`config.mk`:
```
export PLATFORM = sky130hd
export DESIGN_NAME = display_list_sequencer
export DESIGN_NICKNAME = d
export VERILOG_FILES = /design/src/rtl/display_list_sequencer.sv
export SDC_FILE = /design/constraint.sdc
export NUM_CORES = 1
export LEC_CHECK = 0
export CAP_MARGIN = 10
export CORE_MARGIN = 3
export CORE_UTILIZATION = 40
export CTS_CLUSTER_SIZE = 20
export DETAILED_ROUTE_END_ITERATION = 8
export MAX_ROUTING_LAYER = met4
export PLACE_DENSITY = 0.68
export SYNTH_ARGS = -nofsm -noshare
export SYNTH_HDL_FRONTEND = slang
export SYNTH_SLANG_ARGS = --single-unit
```
`constraint.sdc`:
```
create_clock -name clk -period 1.7 [get_ports clk]
set_input_delay 0.34 -clock clk [delete_from_list [all_inputs] [get_ports clk]]
set_output_delay 0.34 -clock clk [all_outputs]
set_load 0.005 [all_outputs]
```
`src/rtl/display_list_sequencer.sv`:
```
// -----------------------------------------------------------------------------
// display_list_sequencer
//
// Walks a display list held in an external RAM and turns it into line-segment
// requests for a line drawer. Each list word carries a point and two flags:
//   word[17:10] x, word[9:2] y, word[1] line, word[0] pos
//   pos only   : move the pen to (x,y)
//   line only  : draw pen -> (x,y), pen becomes (x,y)
//   line + pos : end of list
//   neither    : no-op
// A word counter guards against lists with no end marker. When it runs out,
// frame_err is set and stays set until rst.
//
// The writer is held off with halt=1. halt drops for exactly one cycle when the
// sequencer hands the RAM back. The sequencer then waits for go to fall, so a
// go left high never starts a second frame.
//
// Optional build macro: DISPLAY_DOUBLE_BUFFER_EN
//   Undefined (default): single buffer. Draw on go, release the writer when the
//     frame is done. bank_sel is always 0.
//   Defined: on go the bank is flipped and the writer is released at once. The
//     freshly written bank is drawn while the writer fills the other one.
//
// Ports
//   clk        in   rising-edge clock
//   rst        in   synchronous active-high reset
//   go         in   writer has finished the list
//   halt       out  hold to the writer, 0 = released (one-cycle pulse)
//   adrREAD    out  RAM read address
//   dataREAD   in   RAM data, valid one cycle after adrREAD
//   bank_sel   out  RAM bank being read
//   x0/y0      out  segment start
//   x1/y1      out  segment end
//   draw_start out  one-cycle segment request
//   draw_busy  in   line drawer active
//   frame_err  out  sticky runaway-list flag
// -----------------------------------------------------------------------------
module display_list_sequencer #(
    parameter int unsigned OUT_WIDTH = 8,
    parameter int unsigned ADR_WIDTH = 16,
    parameter int unsigned DATAWIDTH = 18,
    parameter int unsigned MAX_WORDS = 1024
) (
    input  logic                 clk,
    input  logic                 rst,
    input  logic                 go,
    output logic                 halt,
    output logic [ADR_WIDTH-1:0] adrREAD,
    input  logic [DATAWIDTH-1:0] dataREAD,
    output logic                 bank_sel,
    output logic [OUT_WIDTH-1:0] x0,
    output logic [OUT_WIDTH-1:0] y0,
    output logic [OUT_WIDTH-1:0] x1,
    output logic [OUT_WIDTH-1:0] y1,
    output logic                 draw_start,
    input  logic                 draw_busy,
    output logic                 frame_err
);

    // Wide enough to hold MAX_WORDS itself, because that is the terminal count.
    localparam int unsigned CntWidth = $clog2(MAX_WORDS + 1);

    typedef enum logic [2:0] {
        StIdle,
        StFetch,
        StWaitData,
        StDecode,
        StIssue,
        StWaitLine,
        StRelease,
        StRearm
    } state_e;

    state_e                 state_q, state_d;
    logic [ADR_WIDTH-1:0]   adr_q, adr_d;
    logic [CntWidth-1:0]    cnt_q, cnt_d;
    logic [OUT_WIDTH-1:0]   pen_x_q, pen_x_d;
    logic [OUT_WIDTH-1:0]   pen_y_q, pen_y_d;
    logic [OUT_WIDTH-1:0]   x0_q, x0_d;
    logic [OUT_WIDTH-1:0]   y0_q, y0_d;
    logic [OUT_WIDTH-1:0]   x1_q, x1_d;
    logic [OUT_WIDTH-1:0]   y1_q, y1_d;
    logic                   bank_q, bank_d;
    logic                   err_q, err_d;
    // Set on entry to WAIT_LINE. The drawer gets one cycle to raise draw_busy
    // before the low level of draw_busy is trusted as "segment done".
    logic                   wl_first_q, wl_first_d;

    // Word fields. The fields sit at fixed offsets from bit 0.
    logic [OUT_WIDTH-1:0]   word_x;
    logic [OUT_WIDTH-1:0]   word_y;
    logic                   word_line;
    logic                   word_pos;

    assign word_x    = dataREAD[2 + OUT_WIDTH +: OUT_WIDTH];
    assign word_y    = dataREAD[2 +: OUT_WIDTH];
    assign word_line = dataREAD[1];
    assign word_pos  = dataREAD[0];

    always_comb begin
        state_d    = state_q;
        adr_d      = adr_q;
        cnt_d      = cnt_q;
        pen_x_d    = pen_x_q;
        pen_y_d    = pen_y_q;
        x0_d       = x0_q;
        y0_d       = y0_q;
        x1_d       = x1_q;
        y1_d       = y1_q;
        bank_d     = bank_q;
        err_d      = err_q;
        wl_first_d = wl_first_q;
        draw_start = 1'b0;

        unique case (state_q)
            StIdle: begin
                if (go && !draw_busy) begin
                    adr_d = '0;
                    cnt_d = '0;
`ifdef DISPLAY_DOUBLE_BUFFER_EN
                    // Hand the written bank over for drawing and free the
                    // writer immediately so it can fill the other bank.
                    bank_d  = ~bank_q;
                    state_d = StRelease;
`else
                    state_d = StFetch;
`endif
                end
            end

            StFetch: begin
                // The runaway check is placed here so that every path that
                // consumes a word (move, line, no-op) passes through it.
                if (cnt_q == CntWidth'(MAX_WORDS)) begin
                    err_d = 1'b1;
`ifdef DISPLAY_DOUBLE_BUFFER_EN
                    // The writer was already released at frame start.
                    state_d = StIdle;
`else
                    state_d = StRelease;
`endif
                end else begin
                    state_d = StWaitData;
                end
            end

            StWaitData: begin
                state_d = StDecode;
            end

            StDecode: begin
                unique case ({word_line, word_pos})
                    2'b01: begin
                        pen_x_d = word_x;
                        pen_y_d = word_y;
                        adr_d   = adr_q + ADR_WIDTH'(1);
                        cnt_d   = cnt_q + CntWidth'(1);
                        state_d = StFetch;
                    end
                    2'b10: begin
                        x0_d    = pen_x_q;
                        y0_d    = pen_y_q;
                        x1_d    = word_x;
                        y1_d    = word_y;
                        pen_x_d = word_x;
                        pen_y_d = word_y;
                        state_d = StIssue;
                    end
                    2'b11: begin
`ifdef DISPLAY_DOUBLE_BUFFER_EN
                        state_d = StIdle;
`else
                        state_d = StRelease;
`endif
                    end
                    2'b00: begin
                        // No-op words still count toward the runaway guard.
                        adr_d   = adr_q + ADR_WIDTH'(1);
                        cnt_d   = cnt_q + CntWidth'(1);
                        state_d = StFetch;
                    end
                endcase
            end

            StIssue: begin
                if (!draw_busy) begin
                    draw_start = 1'b1;
                    wl_first_d = 1'b1;
                    state_d    = StWaitLine;
                end
            end

            StWaitLine: begin
                if (wl_first_q) begin
                    wl_first_d = 1'b0;
                end else if (!draw_busy) begin
                    adr_d   = adr_q + ADR_WIDTH'(1);
                    cnt_d   = cnt_q + CntWidth'(1);
                    state_d = StFetch;
                end
            end

            StRelease: begin
                state_d = StRearm;
            end

            StRearm: begin
                if (!go) begin
`ifdef DISPLAY_DOUBLE_BUFFER_EN
                    state_d = StFetch;
`else
                    state_d = StIdle;
`endif
                end
            end

            default: begin
                state_d = StIdle;
            end
        endcase
    end

    always_ff @(posedge clk) begin
        if (rst) begin
            state_q    <= StIdle;
            adr_q      <= '0;
            cnt_q      <= '0;
            pen_x_q    <= '0;
            pen_y_q    <= '0;
            x0_q       <= '0;
            y0_q       <= '0;
            x1_q       <= '0;
            y1_q       <= '0;
            bank_q     <= 1'b0;
            err_q      <= 1'b0;
            wl_first_q <= 1'b0;
        end else begin
            state_q    <= state_d;
            adr_q      <= adr_d;
            cnt_q      <= cnt_d;
            pen_x_q    <= pen_x_d;
            pen_y_q    <= pen_y_d;
            x0_q       <= x0_d;
            y0_q       <= y0_d;
            x1_q       <= x1_d;
            y1_q       <= y1_d;
            bank_q     <= bank_d;
            err_q      <= err_d;
            wl_first_q <= wl_first_d;
        end
    end

    assign halt      = (state_q != StRelease);
    assign adrREAD   = adr_q;
    assign bank_sel  = bank_q;
    assign x0        = x0_q;
    assign y0        = y0_q;
    assign x1        = x1_q;
    assign y1        = y1_q;
    assign frame_err = err_q;

endmodule

```
==> flow_metrics.env <==
export IMPL_yosysTopAreaCell="dfxtp_1"
export IMPL_portBuffers=72
export IMPL_synth_seq_cells=80
export IMPL_fin_ws_ps=-147.7
export IMPL_power_frac_seq=0.458
export IMPL_critPathCaptureType="flip-flop"
export IMPL_fp_dieArea_mm2=0.009890
export IMPL_routed_wirelength_um=10020
export IMPL_hpwl_um=6160
export IMPL_io_pins=74
export IMPL_synth_seq_area_share=0.4585
export IMPL_cts_buffers=9
export IMPL_r2r_start="state_q[1]$_SDFFE_PP0P_"
export IMPL_gp_congestion=0.8147
export IMPL_cts_max_path_buffers=2
export IMPL_die_w_um=99.45
export IMPL_violations="negative setup slack"
export IMPL_power_density_mw_per_mm2=799.1
export IMPL_skew_ps=12.25
export IMPL_p_leak_nw=1.981
export IMPL_htree_levels=3
export IMPL_crit_path_top_delay_cell="or4_4"
export IMPL_async_reset_ff_frac=0
export IMPL_antenna_found_initial=0
export IMPL_grt_overflow=0
export IMPL_die_height_um=99.45
export IMPL_critical_path_class="reg -> reg"
export IMPL_clkLatencyLatePin_ps=360
export IMPL_synth_cell_types=45
export IMPL_pwr_share_clk=0.386
export IMPL_nets=597
export IMPL_swShare=0.2668
export IMPL_grt_setup_unrepaired="yes"
export IMPL_wl_per_cell_um=14.79
export IMPL_finalInstanceArea_mm2=0.005286
export IMPL_maxSlewViolCount=0
export IMPL_grt_total_usage=0.2127
export IMPL_syn_inst=447
export IMPL_cp_required_ps=1980
export IMPL_critPathBufInv=1
export IMPL_via_per_inst=5.288
export IMPL_multiInputGateArea_mm2=0.001903
export IMPL_syn_avg_cell_area_um2=7.815
export IMPL_hold_path_class="reg -> reg"
export IMPL_initial_core_util=0.4188
export IMPL_placed_cell_area_mm2=0.004651
export IMPL_area_growth_pct=51.33
export IMPL_synth_flop_cell="dfxtp_1"
export IMPL_fillers=729
export IMPL_cts_sinks=80
export IMPL_hold_ws_ps=448.9
export IMPL_num_vias=3580
export IMPL_crit_family="simple AND/OR/NAND/NOR gates"
export IMPL_drv_cap=0
export IMPL_critPathMaxFanout=7
export IMPL_drt_initial_drc_count=182
export IMPL_arrival_ps=2130
export IMPL_slowest_delay_ps=520
export IMPL_min_period_ps=1848
export IMPL_std_cell_rows=33
export IMPL_intPower_mw=3.097
export IMPL_netlist_top_cells_count="119 x nand2_1, 80 x dfxtp_1, 68 x a21oi_1"
export IMPL_p_comb_frac=0.156
export IMPL_power_switching_mw=1.127
export IMPL_grt_max_degree=38
export IMPL_status="complete, but fails checks"
export IMPL_synth_most_common_cell="nand2_1"
export IMPL_fmaxAchievable_mhz=541.2
export IMPL_seqCellArea_mm2=0.001629
export IMPL_detail_route_antenna_nets=0
export IMPL_synth_top_area_frac=0.4585
export IMPL_path_cells="or2_4 -> o311ai_4 -> buf_6 -> nand2_8 -> or4_4 -> a21oi_2"
export IMPL_peakVddDrop_uv=364.8
export IMPL_ys_top_cells_by_area="dfxtp_1 46%, nand2_1 13%, a21oi_1 9.7%"
export IMPL_antenna_cells=0
export IMPL_grt_pass1_wl_um=16500
export IMPL_yosys_warnings=0
export IMPL_crit_path_start_kind="flip-flop"
export IMPL_syn_area_mm2=0.003493
export IMPL_syn_nets=477
export IMPL_hp_start="pen_x_q[4]$_SDFFE_PP0P_"
export IMPL_core_area_mm2=0.008341
export IMPL_fin_crit_sh=1.087
export IMPL_clk_pin_slew_worst_paths_ps=90
export IMPL_root_buffer="clkbuf_8"
export IMPL_synth_edf_count=0
export IMPL_route_detailed_drc=0
export IMPL_drive_gt1_frac=0.2378
export IMPL_crit_path_start="state_q[1]$_SDFFE_PP0P_"
export IMPL_hold_viol=0
export IMPL_grt_pass1_vias=3463
export IMPL_utilization=0.6338
export IMPL_dr_pass1_iters=4
export IMPL_setup_violations=25
export IMPL_cts_tree="done"
==> state kept, by name (all words and copies together), names as in the netlist <==
register and flops:
pen_y_q 8, frame_err 1, cnt_q 11, adrREAD 16, y0 8, wl_first_q 1, x1 8, x0 8
pen_x_q 8, state_q 3, y1 8
==> worst paths after layout <==
check,end,slack (ps),cells past startpoint
max,adrREAD[7]$_SDFFE_PP0P_,-150,6
min,x0[4]$_SDFFE_PP0P_,450,2
min reg2reg,x0[4]$_SDFFE_PP0P_,450,2
max reg2reg,adrREAD[7]$_SDFFE_PP0P_,-150,6
==> cells by family (layout without fill, tap and decap cells) <==
group	count (synthesis)	in the layout	synth area share
compound gates	120	120	0.1941
fa+ha+maj	8	8	0.02865
xor+xnor	2	2	0.005015
flops	80	80	0.4585
simple gates	196	196	0.2607
mux	1	1	0.002865
buf+inv	39	164	0.04907
other cells	1	1	0.001073
==> layer usage <==
layer	vias up	part of all wire	GRT usage
li1	1780	-	-
met2	115	0.47	0.3440
met4	0	0.019	0.07878
met5	-	0	-
met3	19	0.055	0.04628
met1	1666	0.45	0.2610
==> worst min-delay path, cell delays in order, from the launching register on <==
cell,delay (ps)
dfxtp_1,320
nand2_1,50
a21oi_1,50
==> power groups by stage <==
stage                     registers, mW  logic [mW]  clock network (mW)
after floorplan                    1.95       0.294                   0
after global placement             1.97       0.485                   0
after detailed placement           1.97       0.495                   0
after CTS                          1.93       0.616                1.68
after global routing               1.94       0.714                1.74
final                              1.93       0.659                1.63
==> stage by stage <==
step / TNS [ps] / total power, mW / cells / worst slack [ps]
finish: -1463 / 4.224 / 677 / -147.7
global route: -4047 / 4.391 / 677 / -225.2
CTS: -1538 / 4.225 / 677 / -127.7
detailed placement: -26310 / 2.470 / 645 / -739.3
global placement: -24880 / 2.459 / 645 / -666.4
floorplan: -620.5 / 2.249 / 447 / -69.48
==> cell type report <==
class                      count  share of cell area
clock inverter                 7             0.02012
timing repair buffer         137              0.2556
tap                          105             0.02485
clock buffer                   9             0.02343
inverter                      11            0.007811
multi-input combinational    328              0.3600
sequential                    80              0.3082
==> cells in the final DEF (no fill, tap or decap), types with 6 or more instances in the layout <==
cell               n
o21ai_0           17
nand4_1            8
buf_4             41
inv_1             10
a21oi_1           60
ha_1               6
buf_6             17
buf_12             6
a21oi_2            7
o21ai_1            9
dfxtp_1           66
dfxtp_2           10
clkbuf_8           9
nor2_1            19
nand2_1          116
a31oi_1            9
clkdlybuf4s50_1   61
nor2b_1            6
nand3_1           11
==> what timing repair did <==
| action | 4_1_cts | 5_1_grt |
|---|---|---|
| hold buffers | 0 | 0 |
| setup buffers | 12 | 4 |
| setup endpoints to repair | 66 | 45 |
| pin swaps | 15 | 12 |
| gates resized for setup | 62 | 31 |
| gates cloned | 4 | 0 |
Power figures use the tool's default switching activity.
